File: config.mk
export PLATFORM = sky130hd
export DESIGN_NAME = if_fetch
export DESIGN_NICKNAME = d
export VERILOG_FILES = /design/src/rtl/if_fetch.sv
export SDC_FILE = /design/constraint.sdc
export NUM_CORES = 1
export LEC_CHECK = 0
export BUFFER_PORTS_ARGS = -buffer_cell sky130_fd_sc_hd__buf_2
export CORE_MARGIN = 1
export CORE_UTILIZATION = 47
export CTS_CLUSTER_SIZE = 30
export DETAILED_ROUTE_END_ITERATION = 8
export HOLD_SLACK_MARGIN = 0.06
export PLACE_DENSITY = 0.82
export SETUP_SLACK_MARGIN = 0.4
export SLEW_MARGIN = 30
export SYNTH_ARGS = -nofsm -noshare
export SYNTH_HDL_FRONTEND = slang
export SYNTH_SLANG_ARGS = --single-unit
File: constraint.sdc
create_clock -name clk -period 2.2 [get_ports clk]
set_input_delay 0.11 -clock clk [delete_from_list [all_inputs] [get_ports clk]]
set_output_delay 0.11 -clock clk [all_outputs]
set_load 0.01 [all_outputs]
File: src/rtl/if_fetch.sv
// Instruction fetch: holds the PC, reads four bytes over a byte-wide synchronous port, presents a little-endian word.
// Latency: inst_valid_o rises 5 cycles after entering F0 with the port free; each busy cycle in F0..F3 adds one.
// Backpressure: stall_i holds the presented word and suppresses requests; mem_busy_i pauses issue; branch_i redirects.
module if_fetch #(
  parameter logic [31:0] RESET_PC = 32'h0000_0000,
  parameter int          MEM_AW   = 17
) (
  input  logic              clk,
  input  logic              rst,
  input  logic              stall_i,
  input  logic              branch_i,
  input  logic [31:0]       branch_target_i,
  input  logic              mem_busy_i,
  input  logic [7:0]        mem_data_i,
  output logic              mem_req_o,
  output logic [MEM_AW-1:0] mem_addr_o,
  output logic [31:0]       pc_o,
  output logic [31:0]       inst_o,
  output logic              inst_valid_o
);

  // F0..F3 are encoded 0..3 so the low two bits are the byte offset being issued.
  localparam logic [2:0] ST_F0   = 3'd0;
  localparam logic [2:0] ST_F1   = 3'd1;
  localparam logic [2:0] ST_F2   = 3'd2;
  localparam logic [2:0] ST_F3   = 3'd3;
  localparam logic [2:0] ST_LAST = 3'd4;
  localparam logic [2:0] ST_DONE = 3'd5;

  logic [2:0]  state;
  logic [31:0] pc;
  logic        pending;     // a read was issued last cycle; its byte is on mem_data_i now
  logic [1:0]  idx;         // byte lane of the pending read
  logic [23:0] asm_q;       // bytes 0..2; byte 3 is merged straight into inst_q
  logic [31:0] inst_q;
  logic        valid_q;

  logic        issue_state;
  logic [1:0]  byte_k;
  logic        req;

  assign issue_state = (state == ST_F0) || (state == ST_F1) ||
                       (state == ST_F2) || (state == ST_F3);
  assign byte_k      = state[1:0];

  // A request issues in F0..F3 unless the port is lent out, a redirect is taking effect, or reset is held.
  assign req = issue_state && !mem_busy_i && !branch_i && !rst;

  assign mem_req_o    = req;
  assign mem_addr_o   = req ? (pc[MEM_AW-1:0] + MEM_AW'(byte_k)) : '0;
  assign pc_o         = pc;
  assign inst_o       = inst_q;
  assign inst_valid_o = valid_q;

  // Sequencing: reset, then redirect, then capture/issue and hand-off to decode.
  always_ff @(posedge clk) begin
    if (rst) begin
      state   <= ST_F0;
      pc      <= RESET_PC;
      pending <= 1'b0;
      idx     <= 2'd0;
      asm_q   <= 24'd0;
      inst_q  <= 32'd0;
      valid_q <= 1'b0;
    end else if (branch_i) begin
      // The byte returning next cycle belongs to the old path; clearing pending drops it.
      state   <= ST_F0;
      pc      <= branch_target_i;
      pending <= 1'b0;
      valid_q <= 1'b0;
    end else begin
      pending <= req;
      if (req) begin
        idx <= byte_k;
      end

      if (pending) begin
        case (idx)
          2'd0:    asm_q[7:0]   <= mem_data_i;
          2'd1:    asm_q[15:8]  <= mem_data_i;
          2'd2:    asm_q[23:16] <= mem_data_i;
          default: ;
        endcase
      end

      case (state)
        ST_F0, ST_F1, ST_F2, ST_F3: begin
          if (req) begin
            state <= state + 3'd1;
          end
        end
        ST_LAST: begin
          if (pending && (idx == 2'd3)) begin
            inst_q  <= {mem_data_i, asm_q};
            valid_q <= 1'b1;
            state   <= ST_DONE;
          end
        end
        ST_DONE: begin
          if (!stall_i) begin
            pc      <= pc + 32'd4;
            valid_q <= 1'b0;
            state   <= ST_F0;
          end
        end
        default: state <= ST_F0;
      endcase
    end
  end

endmodule
After elaboration in Yosys (flattened, before gate mapping)
Index checks and enable logic that the tools add are counted.
{"block": "totals", "regBits": 95, "output_inout_bits": 83, "input_bits": 45, "wordCells": 60}
{"block": "op_classes", "bitwise": 1, "n_addsub": 3, "n_reduce_logical": 24, "muxes": 11, "eq_ne": 12}
{"operator": "$mux 32", "n": 3}
{"operator": "$add 32x3->32 const B", "n": 1}
{"operator": "$reduce_and 3->1", "n": 6}
{"operator": "$add 17x2->17", "n": 1}
{"operator": "$mux 17", "n": 1}
{"operator": "$mux 3", "n": 3}
{"operator": "$pmux 3 s3", "n": 1}
{"operator": "$eq 3x2->1 const B", "n": 2}
{"operator": "$eq 3x3->1 const B", "n": 2}
{"operator": "$ne 2x2->1 const B", "n": 3}
{"operator": "$eq 2x2->1 const B", "n": 2}
{"operator": "$logic_and 1x1->1", "n": 4}
{"operator": "$reduce_and 2->1", "n": 2}
{"operator": "$reduce_bool 2->1", "n": 2}
{"operator": "$reduce_or 4->1", "n": 1}
{"operator": "$add 3x1->3 const B", "n": 1}
{"operator": "$eq 3x1->1 const B", "n": 1}
{"operator": "$logic_not 1->1", "n": 3}
{"operator": "$logic_not 3->1", "n": 1}
{"operator": "$logic_or 1x1->1", "n": 3}
{"operator": "$eq 2x1->1 const B", "n": 1}
{"operator": "$logic_not 2->1", "n": 1}
{"operator": "$mux 1", "n": 2}
{"operator": "$ne 2x1->1 const B", "n": 1}
{"operator": "other kinds (3)", "n": 3}

Logic depth before layout (Yosys ltp)
Gate-level depths: netlist of the first run.
{"block": "depth", "word_depth": 9, "mapped_depth": 8, "ltp_nobuf": 7}

Least setup slack after synthesis of the first run
OpenSTA, ideal clock, no wires.
{"block": "synth_timing", "path_type": "reg2reg", "startpoint": "register pc[2], in the netlist pc_o[2]", "endpoint": "register pc[26], in the netlist pc_o[26]", "required_ns": 2.109, "path_stages_with_launch": 7, "setup_time_ns": 0.091, "setup_slack_ns": -0.153, "arrival_ns": 2.262, "synth_period_minus_slack_ns": 2.353, "n_path_buf": 1, "path_cell_list": "dfxtp_1 > ha_1 > nand4_4 > or4_1 > buf_2 > or4_1 > a311oi_1"}
{"block": "synth_via", "elab_chain_len": 4}
{"element": "start: declaration", "line_no": "31", "rtl": "logic [31:0] pc;"}
{"element": "start signal: assignment", "line_no": "68", "rtl": "pc <= branch_target_i;"}
{"element": "start signal: assignment", "line_no": "101", "rtl": "pc <= pc + 32'd4;"}
{"element": "$add 32x3->32", "line_no": "101"}
{"element": "$mux 32", "line_no": "100", "rtl": "if (!stall_i) begin"}
{"element": "$mux 32", "line_no": "86", "rtl": "case (state)"}
{"element": "$mux 32", "line_no": "65", "rtl": "end else if (branch_i) begin"}
No other way between the ends. The select of a mux whose other input is x is not followed.
A chain may end at the register's enable or synchronous reset.

Worst setup path in the final report of the first run
{"block": "layout_timing", "startpoint": "register state[0]", "endpoint": "register pc[26], in the netlist pc_o[26]"}
{"block": "layout_via", "elab_chain_len": 3}
{"element": "start: declaration", "line_no": "30", "rtl": "logic [2:0] state;"}
{"element": "start signal: assignment", "line_no": "89", "rtl": "state <= state + 3'd1;"}
{"element": "$eq 3x3->1", "line_no": "86"}
{"element": "$reduce_bool 2->1 (no source line)"}
{"element": "$reduce_and 2->1 (no source line)"}
No other way between the ends.

==> impl_metrics.csv, run 1 <==
group,metric,value,unit
run_status,status,"finished, violations left",
run_status,failed_checks,"setup timing",
worst_setup_path,cp_slowest_stage_delay,0.59,ns
yosys,synth_top_area_share,41.3,%
layout,layout_common_cells,"123 x buf_2, 81 x dfxtp_1, 71 x nand2_1",
clocking,cts_buffer_depth,2,
placement,port_buffers,127,
floorplan,die_w,101,µm
worst_setup_path,crit_required,2.43,ns
drt,drt_iter0_drc,501,
sta,timing.final.crit_period,2.61,ns
worst_setup_path,cp_top_family,"compound AO/OA/AOI/OAI gates",
global_routing,grt_overflow,0,
sta,layout_setup_ws,-0.407,ns
floorplan,die_h,101,µm
placement,dp_slack,-0.0100,ns
pwr,power_frac_comb,21.5,%
worst_hold_path,hold_path.class,"input port to flip-flop",
layout,final_common_cell,"buf_2",
sta,tightest_slew,0.858,ns
yosys,yosys-top-cells-area,"dfxtp_1 41%, nand2_1 8.7%, a21oi_1 5.9%",
worst_setup_path,critPathLaunchType,"flip-flop",
sta,maxSlewViolCount,0,
worst_setup_path,worst-path-buf-inv,4,
clocking,clkTransAtPathRegs,0.10,ns
sta,rsz0062_at_grt,"true",
layout,drive_gt1_share,51.6,%
worst_setup_path,crit_fanout,8,
drt,ant_nets,0,
flow_run,cap_violations,0,
yosys,ys_seq_elements,95,
drt,vias,5963,
sta,holdWs,0.0697,ns
floorplan,core.rowCount,35,
drt,finalWirelength,21000,µm
layout,final_nets,851,
layout,final_core_util,82.3,%
yosys,synth-edff-count,0,
global_routing,antenna_found_initial,1,
worst_setup_path,path_class,"flip-flop to flip-flop",
pwr,max-vdd-ir-drop,528,µV
drt,avgRoutedWirePerCell,22.5,µm
yosys,yosys.area.top_type,"dfxtp_1",
sta,max_clock_freq,384,MHz
yosys,syn-num-nets,633,
worst_setup_path,worstPathArrival,2.84,ns
clocking,htreeDepth,3,
clocking,clock-root-buffer,"clkbuf_8",
clocking,insertion_delay,0.38,ns
yosys,ys.flop_type,"dfxtp_1",
worst_setup_path,crit_slowest_cell,"o31ai_1",
pwr,power_frac_seq,46.1,%
yosys,synth_seq_area_share,41.3,%
pwr,p_sw,1300,µW
clocking,cts_tree,"done",
sta,fin_crit_sh,119,%
placement,place.gp.congestion,0.959,
yosys,ys_async_sr_fraction,0,%
yosys,synth.yosys.warnings,0,
global_routing,grt_pass1_vias,5126,
pwr,internal_power,2740,µW
drt,firstDrtPassIters,5,
sta,finalSetupViolations,29,
clocking,clock_sinks,95,
sta,skew,0.0160,ns
global_routing,grt_max_degree,64,
drt,drc,0,
worst_setup_path,worst_setup_path_end_kind,"flip-flop",
pwr,powerDensity,524,nW/µm²
yosys,netlist_area,4600,µm²
sta,hold_viol,0,
placement,hpwl,9450,µm
layout,area_growth,67.6,%
pwr,p_leak,0.00335,µW
sta,tns,-2.40,ns
global_routing,grt_pass1_wl,24900,µm
floorplan,core_area,9370,µm²
worst_setup_path,cpMostUsedCell,"buf_6",
pwr,p_clk_share,32.4,%
layout,nFillCells,485,
floorplan,start_util,49.1,%
global_routing,grt_usage,31.1,%
drt,viasPerCell,6.40,
worst_setup_path,timing.critical_path.cells,"buf_6 > buf_6 > buf_6 > ha_4 > nand3b_1 > or4_4 > buf_4 > o31ai_1 > a311oi_2",
pwr,switching_share,32.1,%
yosys,ys_types,54,
floorplan,die_area,10200,µm²
yosys,syn_area_per_cell,7.95,µm²
yosys,synthCells,579,
clocking,cts_buffers,9,
floorplan,ioPinCount,128,
sta,maxSlewHeadroom,42.8,%
-- Yosys cell counts, types with 11 or more instances --
library cell and count:
xnor2_1 19, o21ai_0 14, or3_1 12, mux2i_1 20
inv_1 14, nor2_1 66, nand3_1 11, nand2_1 107
a21oi_1 54, dfxtp_1 95, clkbuf_1 32, nor4_1 11
a311oi_1 13
-- registers in the layout, indices dropped and copies added (netlist names) --
| name | flops |
|---|---|
| pending | 1 |
| asm_q | 24 |
| state | 3 |
| idx | 2 |
| inst_valid_o | 1 |
| pc_o | 32 |
| inst_o | 32 |
-- path summary, 6_finish.rpt --
| check | slack, ns | endpoint | cells past startpoint | from |
|---|---|---|---|---|
| setup / recovery | -0.41 | pc_o[26] | 9 | state[0] |
| hold / removal | 0.07 | pc_o[23] | 3 | branch_target_i[23] |
| setup reg to reg | -0.41 | pc_o[26] | 9 | state[0] |
| hold reg to reg | 0.47 | inst_o[13] | 2 | inst_o[13] |
-- metrics by stage --
| stage | total power [µW] | instances | cell area (µm²) |
|---|---|---|---|
| after detailed placement | 2350 | 822 | 5530 |
| after global placement | 2330 | 822 | 5530 |
| final | 4040 | 932 | 7720 |
| after CTS | 3820 | 911 | 6790 |
| after floorplan | 2160 | 579 | 4710 |
| after global routing | 4140 | 932 | 7720 |
-- repair_timing --
| action | 4_1_cts | 5_1_grt |
|---|---|---|
| buffers inserted | 34 | 13 |
| hold endpoints to repair | 52 | 2 |
| pin swaps | 44 | 39 |
| hold buffers | 38 | 2 |
| cloned | 1 | 5 |
| gates resized for setup | 93 | 185 |
| setup endpoints to repair | 40 | 85 |
-- layer usage --
metal / wire, µm / GRT usage [%] / up-vias / part of all wire [%]
met5: 0 / 0 / - / 0
met4: 1450 / 17.5 / 0 / 6.9
li1: - / - / 2474 / -
met3: 1950 / 5.96 / 166 / 9.3
met1: 7340 / 37.6 / 2834 / 35
met2: 10200 / 52.0 / 489 / 49
-- power groups by stage --
| stage | sequential, µW | combinational [µW] | clock [µW] |
|---|---|---|---|
| 6_report | 1860 | 869 | 1310 |
| 5_1_grt | 1870 | 911 | 1360 |
| 4_1_cts | 1850 | 686 | 1290 |
| 3_5_place_dp | 1890 | 460 | 0 |
| 3_3_place_gp | 1890 | 446 | 0 |
| 2_1_floorplan | 1890 | 269 | 0 |
-- logic make-up (layout without fill, tap and decap cells) --
family                   Yosys count  after routing  share of synthesized area, %
AO/OA/AOI/OAI                    116            116                          16.0
XOR/XNOR                          21             21                          3.99
buffers and inverters             55            276                          4.62
adder cells (fa/ha/maj)            9              9                          2.61
multiplexers                      21             21                          4.59
other                              0              1                             0
flip-flops                        95             95                          41.3
AND/OR/NAND/NOR                  262            264                          26.9
-- area by class of cell --
class	count	area, µm²	share of cell area (%)
Sequential cell	95	1950	25.2
Inverter	15	61.3	0.795
Clock buffer	9	124	1.61
Timing Repair Buffer	245	1810	23.5
Multi-Input combinational cell	431	3510	45.5
Clock inverter	7	95.1	1.23
Tap cell	129	161	2.09
Antenna cell	1	2.50	0.0324
-- worst min-delay path, cell delays in order --
cell and delay [ns]:
buf_2 0.10, nor2_1 0.13, a2111oi_2 0.06
Power figures use the tool's default switching activity.
==> inputs of run 2 (changes only) <==
SKIP_CTS_REPAIR_TIMING = 1   (was unset)
==> impl_metrics.csv, run 2 (synthesis gave the netlist of run 1 again) <==
group,metric,value,unit
sta,maxSlewHeadroom,56.7,%
global_routing,grt_max_degree,64,
drt,drc,0,
sta,layout_setup_ws,-0.358,ns
drt,drt_iter0_drc,500,
sta,timing.final.crit_period,2.56,ns
sta,hold_viol,0,
sta,maxSlewViolCount,0,
sta,skew,0.0140,ns
clocking,insertion_delay,0.37,ns
placement,port_buffers,127,
floorplan,die_h,101,µm
placement,hpwl,9450,µm
layout,n_antenna_cell,0,
layout,area_growth,49.9,%
clocking,cts_buffers,9,
clocking,cts_tree,"done",
drt,avgRoutedWirePerCell,18.7,µm
worst_setup_path,critPathLaunchType,"flip-flop",
clocking,clock-root-buffer,"clkbuf_8",
sta,rsz0062_at_grt,"true",
pwr,powerDensity,562,nW/µm²
pwr,p_leak,0.00273,µW
sta,fin_crit_sh,116,%
floorplan,core.rowCount,35,
worst_hold_path,hold_path.class,"input port to flip-flop",
flow_run,cap_violations,0,
sta,tightest_slew,0.650,ns
global_routing,grt_usage,25.6,%
run_status,status,"finished, violations left",
layout,final_nets,831,
floorplan,die_area,10200,µm²
global_routing,grt_overflow,0,
placement,place.gp.congestion,0.959,
placement,place_area,5530,µm²
layout,final_common_cell,"buf_2",
pwr,max-vdd-ir-drop,368,µV
layout,drive_gt1_share,40.5,%
worst_setup_path,worst-r2r-cell-count,6,
floorplan,ioPinCount,128,
clocking,htreeDepth,3,
drt,viasPerCell,5.92,
clocking,clkTransAtPathRegs,0.11,ns
layout,layout_common_cells,"126 x buf_2, 106 x nand2_1, 74 x dfxtp_1",
run_status,failed_checks,"setup timing",
floorplan,start_util,49.1,%
worst_setup_path,path_class,"flip-flop to primary output",
worst_hold_path,min_path_cells,3,
sta,finalSetupViolations,13,
layout,stdcell_area,6900,µm²
drt,vias,5393,
sta,max_clock_freq,391,MHz
worst_setup_path,crit_required,2.09,ns
worst_setup_path,crit_fanout,5,
drt,finalWirelength,17000,µm
drt,firstDrtPassIters,5,
worst_setup_path,worstPathArrival,2.45,ns
global_routing,grt_pass1_vias,4346,
floorplan,die_w,101,µm
clocking,clock_sinks,95,
clocking,cts_buffer_depth,2,
drt,ant_nets,0,
floorplan,core_area,9370,µm²
global_routing,grt_pass1_wl,20700,µm
sta,holdWs,0.0487,ns
worst_setup_path,worst_setup_path_end_kind,"primary output",
global_routing,antenna_found_initial,0,
==> run 2: cell types whose count changed in the layout (fill, tap and decap cells not counted), moves of 10 or more <==
cell	previous run	this run
a21oi_1	14	51
a21oi_2	40	3
buf_4	44	55
buf_6	35	15
dlygate4sd3_1	40	30
nand2_1	71	106
nand2_4	33	1
==> run 2: per-stage QoR <==
stage | total power [µW] | setup slack [ns] | cells | util [%] | setup TNS [ns]
6_report | 3880 | -0.358 | 911 | 73.6 | -1.57
5_1_grt | 4010 | -0.414 | 911 | 73.6 | -2.71
4_1_cts | 3600 | -0.317 | 838 | 61.3 | -2.35
2_1_floorplan | 2160 | 0.152 | 579 | - | 0
3_5_place_dp | 2350 | -0.0100 | 822 | 59.0 | -0.0100
3_3_place_gp | 2330 | 0.118 | 822 | 59.0 | 0
==> run 2: per-layer routing <==
metal | vias up | track usage (%) | share of wire (%)
li1 | 2431 | - | -
met1 | 2560 | 33.8 | 39
met2 | 331 | 41.4 | 50
met3 | 71 | 5.13 | 7.4
met4 | 0 | 9.48 | 3.5
met5 | - | 0 | 0
==> run 2: worst max-delay path, stage by stage (launching register included) <==
cell and delay (ns):
dfxtp_4 0.40, ha_4 0.14, inv_2 0.04, fa_2 0.40, nand4b_1 0.29, buf_4 0.21
nor4_4 0.17, xnor2_1 0.15, nor2_1 0.14, buf_2 0.15
==> run 2: layout make-up <==
type | count | area [µm²]
clock buffer | 9 | 124
multi-input combinational | 430 | 2990
fill | 636 | 2470
sequential | 95 | 1960
timing repair buffer | 226 | 1510
inverter | 15 | 63.8
tap | 129 | 161
clock inverter | 7 | 95.1
==> run 2: final timing paths <==
kind / slack (ns) / endpoint / start
setup / recovery: -0.36 / mem_addr_o[16] / state[0]
hold / removal: 0.05 / pc_o[15] / branch_target_i[15]
setup reg to reg: -0.09 / pc_o[24] / state[0]
hold reg to reg: 0.46 / inst_o[22] / asm_q[22]
==> run 2: report_power, final <==
part	switching (µW)	internal, µW	leakage (µW)
combinational	391	346	0.00184
clock	722	564	0.000111
sequential	82.8	1770	0.000784
total	1200	2680	0.00273
